File: config.mk
export PLATFORM = sky130hd
export DESIGN_NAME = ov7670_capture_ctrl
export DESIGN_NICKNAME = d
export VERILOG_FILES = /design/src/rtl/ov7670_pkg.sv /design/src/rtl/ov7670_frame_monitor.sv /design/src/rtl/ov7670_capture_ctrl.sv
export SDC_FILE = /design/constraint.sdc
export NUM_CORES = 1
export LEC_CHECK = 0
export CORE_ASPECT_RATIO = 0.6
export CORE_MARGIN = 2
export CORE_UTILIZATION = 55
export CTS_CLUSTER_SIZE = 28
export DETAILED_ROUTE_END_ITERATION = 8
export GPL_ROUTABILITY_DRIVEN = 0
export PLACE_DENSITY = 0.77
export SYNTH_ARGS = -nofsm -noshare
export SYNTH_HDL_FRONTEND = slang
export SYNTH_SLANG_ARGS = --single-unit
export TNS_END_PERCENT = 30
File: constraint.sdc
create_clock -name pclk -period 6.4 [get_ports pclk]
set_input_delay 1.92 -clock pclk [delete_from_list [all_inputs] [get_ports pclk]]
set_output_delay 1.92 -clock pclk [all_outputs]
set_load 0.03 [all_outputs]
File: src/rtl/ov7670_pkg.sv
// Shared types and default frame geometry for the OV7670 capture path.
// Geometry defaults are for RGB565 VGA: 640 px x 2 bytes per line, 480 lines per frame.
package ov7670_pkg;
   typedef enum logic [1:0] {
      IDLE = 2'd0,
      ARM  = 2'd1,
      CAP  = 2'd2
   } ctrl_state_t;

   localparam int OV_H_BYTES = 1280;
   localparam int OV_V_LINES = 480;
endpackage

File: src/rtl/ov7670_frame_monitor.sv
// Edge detect on vsync/href plus saturating byte/line counters; geometry strobes are
// combinational off registered counts (1-cycle edge latency); never stalls the camera.
module ov7670_frame_monitor
   import ov7670_pkg::*;
#(
   parameter int H_BYTES = OV_H_BYTES,
   parameter int V_LINES = OV_V_LINES
) (
   input  logic pclk,
   input  logic rst_n,
   input  logic i_vsync,
   input  logic i_href,
   output logic o_vs_rise,
   output logic o_line_err,
   output logic o_frame_geom_err
);
   localparam int BW = $clog2(H_BYTES + 1);
   localparam int LW = $clog2(V_LINES + 1);

   logic          r_vsync_d;
   logic          r_href_d;
   logic [BW-1:0] r_byte_cnt;
   logic [LW-1:0] r_line_cnt;
   logic          w_href_rise;
   logic          w_href_fall;

   assign o_vs_rise   = i_vsync & ~r_vsync_d;
   assign w_href_rise = i_href & ~r_href_d;
   assign w_href_fall = ~i_href & r_href_d;

   // Counts hold the pre-edge value on the cycle the edge is seen, so the checks
   // compare the completed line/frame before the counter clears.
   assign o_line_err       = w_href_fall & (r_byte_cnt != BW'(H_BYTES));
   assign o_frame_geom_err = o_vs_rise & (r_line_cnt != LW'(V_LINES));

   always_ff @(posedge pclk or negedge rst_n) begin
      if (!rst_n) begin
         r_vsync_d  <= 1'b0;
         r_href_d   <= 1'b0;
         r_byte_cnt <= '0;
         r_line_cnt <= '0;
      end else begin
         r_vsync_d <= i_vsync;
         r_href_d  <= i_href;
         if (i_href) begin
            if (r_byte_cnt != '1) r_byte_cnt <= r_byte_cnt + 1'b1;
         end else if (w_href_fall) begin
            r_byte_cnt <= '0;
         end
         if (o_vs_rise) begin
            r_line_cnt <= '0;
         end else if (w_href_rise && (r_line_cnt != '1)) begin
            r_line_cnt <= r_line_cnt + 1'b1;
         end
      end
   end
endmodule

File: src/rtl/ov7670_capture_ctrl.sv
// Frame sequencer: arm, skip settling frames, gate whole-frame fb1 writes, stop cleanly.
// Decisions land on the vsync-rise edge; start is dropped while busy, stop is deferred to a frame boundary.
module ov7670_capture_ctrl
   import ov7670_pkg::*;
#(
   parameter int H_BYTES     = OV_H_BYTES,
   parameter int V_LINES     = OV_V_LINES,
   parameter int SKIP_FRAMES = 2,
   parameter int FCNT_W      = 8
) (
   input  logic              pclk,
   input  logic              rst_n,
   input  logic              vsync,
   input  logic              href,
   input  logic              start,
   input  logic              stop,
   input  logic              continuous,
   input  logic [FCNT_W-1:0] nframes,
   output logic              wr_block,
   output logic              busy,
   output logic              done,
   output logic [FCNT_W-1:0] frame_cnt,
   output logic              frame_err
);
   localparam int SW = (SKIP_FRAMES > 0) ? $clog2(SKIP_FRAMES + 1) : 1;

   ctrl_state_t       r_state,     w_state_nx;
   logic [SW-1:0]     r_skip_cnt,  w_skip_cnt_nx;
   logic [FCNT_W-1:0] r_frame_cnt, w_frame_cnt_nx;
   logic [FCNT_W-1:0] r_nframes,   w_nframes_nx;
   logic              r_cont,      w_cont_nx;
   logic              r_stop_pend, w_stop_pend_nx;
   logic              r_wr_block,  w_wr_block_nx;
   logic              r_busy,      w_busy_nx;
   logic              r_done,      w_done_nx;
   logic              r_frame_err, w_frame_err_nx;

   logic              w_vs_rise;
   logic              w_line_err;
   logic              w_frame_geom_err;
   logic [FCNT_W-1:0] w_cnt_inc;
   logic [FCNT_W-1:0] w_target;

   ov7670_frame_monitor #(
      .H_BYTES (H_BYTES),
      .V_LINES (V_LINES)
   ) u_mon (
      .pclk             (pclk),
      .rst_n            (rst_n),
      .i_vsync          (vsync),
      .i_href           (href),
      .o_vs_rise        (w_vs_rise),
      .o_line_err       (w_line_err),
      .o_frame_geom_err (w_frame_geom_err)
   );

   assign w_cnt_inc = r_frame_cnt + 1'b1;
   assign w_target  = (r_nframes == '0) ? FCNT_W'(1) : r_nframes;

   always_comb begin
      w_state_nx     = r_state;
      w_skip_cnt_nx  = r_skip_cnt;
      w_frame_cnt_nx = r_frame_cnt;
      w_nframes_nx   = r_nframes;
      w_cont_nx      = r_cont;
      w_stop_pend_nx = r_stop_pend;
      w_wr_block_nx  = r_wr_block;
      w_busy_nx      = r_busy;
      w_done_nx      = 1'b0;
      w_frame_err_nx = r_frame_err;
      case (r_state)
         IDLE: begin
            w_wr_block_nx = 1'b1;
            if (start) begin
               w_state_nx     = ARM;
               w_busy_nx      = 1'b1;
               w_frame_err_nx = 1'b0;
               w_frame_cnt_nx = '0;
               w_skip_cnt_nx  = SW'(SKIP_FRAMES);
               w_cont_nx      = continuous;
               w_nframes_nx   = nframes;
            end
         end
         ARM: begin
            if (stop) begin
               w_state_nx     = IDLE;
               w_busy_nx      = 1'b0;
               w_done_nx      = 1'b1;
               w_stop_pend_nx = 1'b0;
            end else if (w_vs_rise) begin
               if (r_skip_cnt != '0) begin
                  w_skip_cnt_nx = r_skip_cnt - 1'b1;
               end else begin
                  w_state_nx    = CAP;
                  w_wr_block_nx = 1'b0;
               end
            end
         end
         CAP: begin
            if (w_line_err || w_frame_geom_err) w_frame_err_nx = 1'b1;
            if (stop) w_stop_pend_nx = 1'b1;
            if (w_vs_rise) begin
               w_frame_cnt_nx = w_cnt_inc;
               // A stop on the closing edge itself still ends the sequence here.
               if (r_stop_pend || stop || (!r_cont && (w_cnt_inc == w_target))) begin
                  w_state_nx     = IDLE;
                  w_wr_block_nx  = 1'b1;
                  w_busy_nx      = 1'b0;
                  w_done_nx      = 1'b1;
                  w_stop_pend_nx = 1'b0;
               end
            end
         end
         default: begin
            w_state_nx    = IDLE;
            w_wr_block_nx = 1'b1;
            w_busy_nx     = 1'b0;
         end
      endcase
   end

   always_ff @(posedge pclk or negedge rst_n) begin
      if (!rst_n) begin
         r_state     <= IDLE;
         r_skip_cnt  <= '0;
         r_frame_cnt <= '0;
         r_nframes   <= '0;
         r_cont      <= 1'b0;
         r_stop_pend <= 1'b0;
         r_wr_block  <= 1'b1;
         r_busy      <= 1'b0;
         r_done      <= 1'b0;
         r_frame_err <= 1'b0;
      end else begin
         r_state     <= w_state_nx;
         r_skip_cnt  <= w_skip_cnt_nx;
         r_frame_cnt <= w_frame_cnt_nx;
         r_nframes   <= w_nframes_nx;
         r_cont      <= w_cont_nx;
         r_stop_pend <= w_stop_pend_nx;
         r_wr_block  <= w_wr_block_nx;
         r_busy      <= w_busy_nx;
         r_done      <= w_done_nx;
         r_frame_err <= w_frame_err_nx;
      end
   end

   assign wr_block  = r_wr_block;
   assign busy      = r_busy;
   assign done      = r_done;
   assign frame_cnt = r_frame_cnt;
   assign frame_err = r_frame_err;
endmodule
==> implementation parameters, run 1 <==
Parameter                              Value

Outcome
  Run status    completed

Yosys
  Number of storage elements in the synthesis netlist    48
  Area share of the largest cell type after synthesis    0.441
  Synth async-reset ratio    1.00
  Post-synth top area cell    sky130_fd_sc_hd__dfrtp_1
  Instance count of the mapped netlist    roughly 270
  Post-synth design cell area    2670 sq um
  Total number of yosys warnings    0
  Cells taking the most area after synthesis    sky130_fd_sc_hd__dfrtp_1, sky130_fd_sc_hd__ha_1, sky130_fd_sc_hd__nor2_1
  Most instantiated library cell after synthesis    sky130_fd_sc_hd__dfrtp_1
  Synthesized area per cell    ~9.8 sq um
  Sequential area share after synthesis    0.451
  Top FF cell, synth    sky130_fd_sc_hd__dfrtp_1
  Commonest cells in the netlist    sky130_fd_sc_hd__dfrtp_1, sky130_fd_sc_hd__nor2_1, sky130_fd_sc_hd__o21ai_0
  Post-synth EDFFs    0
  Number of distinct library cells after synthesis    50
  Net Count, Synth    297

Drt
  Avg WL per Cell    between 15 and 20 um
  First drt pass iteration count    5
  Number of nets with antenna violations after detailed routing    0
  Mean number of vias per cell    6.14
  Final Routed Wirelength    around 5600 um
  Remaining routing DRC violations    0
  Number of DRC markers in iteration 0    160
  Total via count after detailed routing    approximately 2.2k

STA
  Final period demand of the worst path    ~3900 ps
  Maximum clock rate    approximately 0.26 GHz
  Final period util    0.606
  Slew Limit Headroom    0.299
  Final number of max-transition violations    0
  Transition time at the pin with the least slew margin    1050 ps
  Final setup fails    0
  Setup total negative slack    0 ps
  Number of endpoints with negative hold slack in the final report    0
  Unrepaired setup endpoints after global routing    false
  Worst clock skew    ~11 ps

Clocking
  Number of buffers on the longest clock path    2
  Hold-fix buffers at CTS    0
  Clock tree from TritonCTS    done
  TritonCTS Buffers    5
  Clock transition at the register clock pins on the worst setup and hold paths after CTS    90 ps
  Number of sinks handled by clock tree synthesis    48
  Cell at the root of the clock tree    sky130_fd_sc_hd__clkbuf_8
  Post-CTS Setup Inserts    0
  Clk Latency, worst-skew pair    around 300 ps
  Gates resized, CTS repair    0
  H-Tree Level Count    2

GRT
  Overall global routing resource usage    0.222
  Sum of overflow across all layers after global routing    0
  First-pass GRT wire length    about 9400 um
  Global-route track usage on met2    0.284
  Most heavily used metal layer in global routing    met1
  Antenna violations before repair    0
  Pin count of the biggest net entering global routing    49
  GR met1 Demand/Resource    0.374
  Met3 routing resource usage after global routing    0.0559
  Via count of the first global-routing pass    about 1.9k

Worst hold path
  Capture endpoint of the worst hold path    r_stop_pend
  Worst hold path startpoint    r_stop_pend
  Hold Path Class    flop to flop
  Worst hold path depth    1

Power and ir drop
  Pwr per Cell Area    284 nW/um^2
  Int Power    0.566 mW
  Switch share    0.345
  Switching Power    ~0.30 mW
  Combinational group share of total power    0.319
  Total leakage power    between 1 and 1.5 nW
  Maximum vdd drop    ~0.19 mV
  Clock power share    0.204
  Sequential fraction of design power    0.477

Placed design
  Number of placed cells counting well taps    roughly 350
  Total cell area at the placement stage    between 2000 and 3000 sq um
  Final HPWL from detailed placement    between 4000 and 5000 um
  IO buf count    26

Critical path
  Startpoint of the worst register-to-register path    frame_cnt[0]
  Startpoint kind of the worst setup timing path    input pin
  Register-to-Register Setup Slack    approximately 3600 ps
  Critical-path cell list    clkdlybuf4s50_1 -> nor2b_1 -> and2_1 -> nand2_1 -> a31oi_1 -> o21ai_0 -> o41ai_1
  Kind of critical path    input pin to flop
  Capturing element type of the critical path    flop
  Data required, critical path    roughly 6600 ps
  Worst path buffer plus inverter count    1
  Stage delay of the slowest cell on the critical path    approximately 760 ps
  CP delay by family, top    simple AND/OR/NAND/NOR gates
  Arrival time at the worst endpoint    around 4100 ps
  Number of cell instances on the worst register-to-register path    7
  CP Max Fanout    14
  Crit Reg-Reg Endpoint    r_state[0]
  Slowest cell on the critical path    sky130_fd_sc_hd__nor2b_1

Die
  Vert. Die Dim    a little under 60 um
  Die Wd    between 90 and 100 um
  Die Area    between 5000 and 6000 sq um
  Starting density of the core    0.579
  Top Ports    27
  Num rows    19
  Core area    between 4000 and 5000 sq um

Finish
  Proportion of layout cells with a drive suffix above 1    0.0736
  Filler Cells Inserted    372
  Fin area    between 3000 and 4000 sq um
  Sequential cell area    about 1200 sq um
  Non-Filler Instances    ~360
  Diodes inserted    0
  Final Core Density    0.660
  Net total in the final layout    323
  Multi-input gate area in the final layout    ~1400 sq um
  Area delta synth->final    14.0%

Run
  Number of violations of the max-capacitance limit    0
## stage by stage
| step | worst slack [ps] | hold WS (ps) | total power [mW] |
|---|---|---|---|
| after floorplan | 3410 | 466 | 0.612 |
| after global routing | 2300 | 541 | 0.920 |
| final | 2520 | 500 | 0.865 |
| after detailed placement | 2220 | 483 | 0.693 |
| after CTS | 2510 | 504 | 0.869 |
| after global placement | 2310 | 475 | 0.684 |
## power by group through the flow
stage	Clock, mW	Sequential [mW]	Combinational (mW)
6_report	0.177	0.412	0.276
5_1_grt	0.192	0.420	0.308
4_1_cts	0.181	0.412	0.277
3_5_place_dp	0	0.418	0.276
3_3_place_gp	0	0.414	0.269
2_1_floorplan	0	0.413	0.199
## worst max path at each step
stage	from	endpoint	slack [ps]	depth (start not counted)
CTS	vsync	frame_cnt[6]	2510	7
finish	vsync	frame_cnt[6]	2520	7
global route	vsync	frame_cnt[6]	2300	7
floorplan	href	u_mon.r_line_cnt[7]	3410	5
global placement	vsync	frame_cnt[6]	2310	7
detailed placement	vsync	frame_cnt[6]	2220	7
## kinds of logic after synthesis
group | after synthesis | share of synthesized area
simple gates | 109 | 0.220
compound gates | 56 | 0.136
flops | 48 | 0.451
xor+xnor | 20 | 0.0656
buf+inv | 17 | 0.0295
mux | 12 | 0.0511
fa+ha+maj | 10 | 0.0469
## routing by layer
layer  vias up  share of wire
met5         -              0
met4         0         0.0043
met3         4          0.078
met2        90           0.40
met1      1099           0.52
li1       1030              -
## worst register-to-register path, stage by stage (launching register included)
cell	delay, ps
sky130_fd_sc_hd__dfrtp_1	570
sky130_fd_sc_hd__ha_1	390
sky130_fd_sc_hd__nand3_2	170
sky130_fd_sc_hd__or3_1	390
sky130_fd_sc_hd__a211o_1	340
sky130_fd_sc_hd__nor4_4	330
sky130_fd_sc_hd__nor2_1	120
sky130_fd_sc_hd__o32a_1	330
## layout by cell type, fill, tap and decap left out, drive strengths merged, types with 7 or more instances in the layout
master	n
nand4	10
xor2	12
nand3	15
nand2	19
dfrtp	47
ha	10
inv	10
clkdlybuf4s50	25
o21ai	22
clkbuf	7
mux2	10
xnor2	8
a21oi	7
nor2	28
and3	9
## final cells by class
class | count | area share
multi-input combinational | 207 | 0.456
timing repair buffer | 26 | 0.0839
clock inverter | 1 | 0.00164
sequential | 48 | 0.395
clock buffer | 7 | 0.0251
inverter | 10 | 0.0123
tap | 63 | 0.0259
## flip-flops by register name, summed over array words and instances, names as in the netlist, 2 cells and up
name,flops
u_mon.r_byte_cnt,11
r_skip_cnt,2
frame_cnt,8
r_state,2
u_mon.r_line_cnt,9
r_nframes,8
Note: power is estimated with default switching activity, not from simulation.
==> inputs of run 2 (changes only) <==
- CORE_UTILIZATION: 55 -> 51
- PLACE_DENSITY: 0.77 -> 0.76
- clock period: 6.4 -> 3.5 ns (I/O delays scaled with it)
==> run 2 against run 1 <==
  * Sequential share of layout area down 0.24 points
  * Core utilization shrank 5.4 points
  * Die area rose by 7.4%
  * Clock skew decreased by 0.95 ps
  * Critical path depth stayed put
  * Setup slack got worse by 1800 ps
  * Sequential power up 83%
  * Clock power increased by 79%
  * Non-clock buffer count increased by 2
  * Critical path type is now flop to flop
  * Largest cell class unchanged
==> implementation parameters, run 2 (same netlist as run 1, synthesis figures left out) <==
Parameter                              Value

GRT
  Sum of overflow across all layers after global routing    0 (unchanged)
  Via count of the first global-routing pass    1886 (-0.32%)
  First-pass GRT wire length    9340 um (-0.45%)
  Overall global routing resource usage    0.203 (-0.0193)
  Antenna violations before repair    0 (unchanged)
  Pin count of the biggest net entering global routing    49 (unchanged)

Power and ir drop
  Combinational group share of total power    0.321 (+0.002)
  Switching Power    0.544 mW (+82%)
  Sequential fraction of design power    0.479 (+0.002)
  Clock power share    0.201 (-0.003)
  Switch share    0.344 (-0.00125)
  Int Power    1.04 mW (+83%)
  Pwr per Cell Area    516 nW/um^2 (+82%)
  Post-layout total power    1.58 mW (+83%)
  Total leakage power    1.34 nW (+0.77%)
  Maximum vdd drop    0.368 mV (+95%)

STA
  Maximum clock rate    about 0.36 GHz
  Transition time at the pin with the least slew margin    1030 ps (-22.2 ps)
  Final number of max-transition violations    0 (unchanged)
  Worst clock skew    10.3 ps (-0.954 ps)
  Slew Limit Headroom    0.314 (+0.0148)
  Unrepaired setup endpoints after global routing    false
  Final period demand of the worst path    ~2800 ps
  Final period util    0.795
  Worst hold slack after final layout    511 ps (+10.9 ps)
  Setup total negative slack    0 ps (unchanged)
  Number of endpoints with negative hold slack in the final report    0 (unchanged)
  Final setup fails    0 (unchanged)

Drt
  Number of nets with antenna violations after detailed routing    0 (unchanged)
  Final Routed Wirelength    5570 um (-0.85%)
  Total via count after detailed routing    2133 (-4.0%)
  Remaining routing DRC violations    0 (unchanged)
  Mean number of vias per cell    5.81 (-5.4%)
  First drt pass iteration count    5 (unchanged)
  Avg WL per Cell    15.2 um (-2.2%)
  Number of DRC markers in iteration 0    271 (+69%)

Placed design
  Total cell area at the placement stage    2980 sq um (+0.63%)
  Final HPWL from detailed placement    4150 um (+0.11%)
  IO buf count    26 (unchanged)

Critical path
  Data required, critical path    3690 ps (-2900 ps)
  Startpoint kind of the worst setup timing path    flop
  Capturing element type of the critical path    flop
  Kind of critical path    flop to flop
  Arrival time at the worst endpoint    2980 ps (-1090 ps)
  Worst path buffer plus inverter count    0 (-1)
  CP Max Fanout    11 (-3)
  Register-to-Register Setup Slack    720 ps (-2920 ps)
  CP delay by family, top    simple AND/OR/NAND/NOR gates
  Critical-path cell list    ha_1 -> nand3_2 -> or3_1 -> a211o_1 -> nor4_4 -> o211ai_2 -> mux2_4
  Slowest cell on the critical path    sky130_fd_sc_hd__dfrtp_1
  Stage delay of the slowest cell on the critical path    570 ps (-190 ps)

Clocking
  Number of sinks handled by clock tree synthesis    48 (unchanged)
  Clock tree from TritonCTS    done
  Clk Latency, worst-skew pair    300 ps (about the same)
  Number of buffers on the longest clock path    2 (unchanged)
  Cell at the root of the clock tree    sky130_fd_sc_hd__clkbuf_8
  Hold-fix buffers at CTS    0 (unchanged)
  Clock transition at the register clock pins on the worst setup and hold paths after CTS    90 ps (about the same)
  H-Tree Level Count    2 (unchanged)
  Gates resized, CTS repair    0 (unchanged)
  TritonCTS Buffers    5 (unchanged)
  Post-CTS Setup Inserts    0 (unchanged)

Finish
  Largest register FFs    11 (unchanged)
  Diodes inserted    0 (unchanged)
  Top Registers    u_mon.r_byte_cnt x11, u_mon.r_line_cnt x9
  Net total in the final layout    325 (+0.62%)
  Most frequent cells in the layout    sky130_fd_sc_hd__dfrtp_1, sky130_fd_sc_hd__nor2_1, sky130_fd_sc_hd__clkdlybuf4s50_1
  Register bank with the most flops    u_mon.r_byte_cnt
  Fin area    3060 sq um (+0.62%)
  Area delta synth->final    14.7%
  Filler Cells Inserted    430 (+16%)
  Leading cell type in the layout, fill and taps excluded    sky130_fd_sc_hd__dfrtp_1
  Proportion of layout cells with a drive suffix above 1    0.0797 (+0.00616)

Outcome
  Run status    completed

Die
  Top Ports    27 (unchanged)
  Die Wd    97.4 um (+3.7%)
  Num rows    20 (+1)
  Die Area    5850 sq um (+7.4%)
  Core area    5050 sq um (+9.6%)
  Starting density of the core    0.528 (-0.0507)
  Vert. Die Dim    60.0 um (+3.6%)

Run
  Number of violations of the max-capacitance limit    0 (unchanged)

Worst hold path
  Hold Path Class    flop to flop
[run 2: cell types whose count changed in the layout (fill, tap and decap cells not counted), sizes merged]
cell and change:
buf +2
[run 2: final cells by class]
type	instances	area [sq um]	area share
inverter	10	37.5	0.0123
tap	66	82.6	0.0270
multi-input combinational	207	1390	0.453
sequential	48	1200	0.393
clock inverter	1	5.00	0.00163
timing repair buffer	28	270	0.0883
clock buffer	7	76.3	0.0249
[run 2: per-layer routing]
metal	GRT usage	share of wire
met5	0	0
met4	0.0417	0.0061
met2	0.268	0.38
met1	0.338	0.55
met3	0.0363	0.060
[run 2: worst paths after layout]
path                                       end  cells after the start    startpoint
setup reg to reg                          busy                      7  frame_cnt[0]
hold reg to reg                         r_cont                      1        r_cont
hold / removal                          r_cont                      1        r_cont
setup / recovery                          busy                      7  frame_cnt[0]
max in group asynchronous  u_mon.r_line_cnt[1]                      1         rst_n
min in group asynchronous  u_mon.r_byte_cnt[5]                      1         rst_n
[run 2: power by group through the flow]
stage | Sequential, mW | Combinational [mW] | Clock, mW
global placement | 0.760 | 0.490 | 0
detailed placement | 0.764 | 0.505 | 0
floorplan | 0.755 | 0.365 | 0
CTS | 0.753 | 0.506 | 0.326
finish | 0.756 | 0.507 | 0.317
global route | 0.773 | 0.561 | 0.350
[run 2: through the flow]
stage	utilization	setup slack, ps	cells
after floorplan	-	962	272
after global placement	0.590	747	359
after detailed placement	0.590	706	359
after CTS	0.606	741	367
after global routing	0.606	592	367
final	0.606	717	367
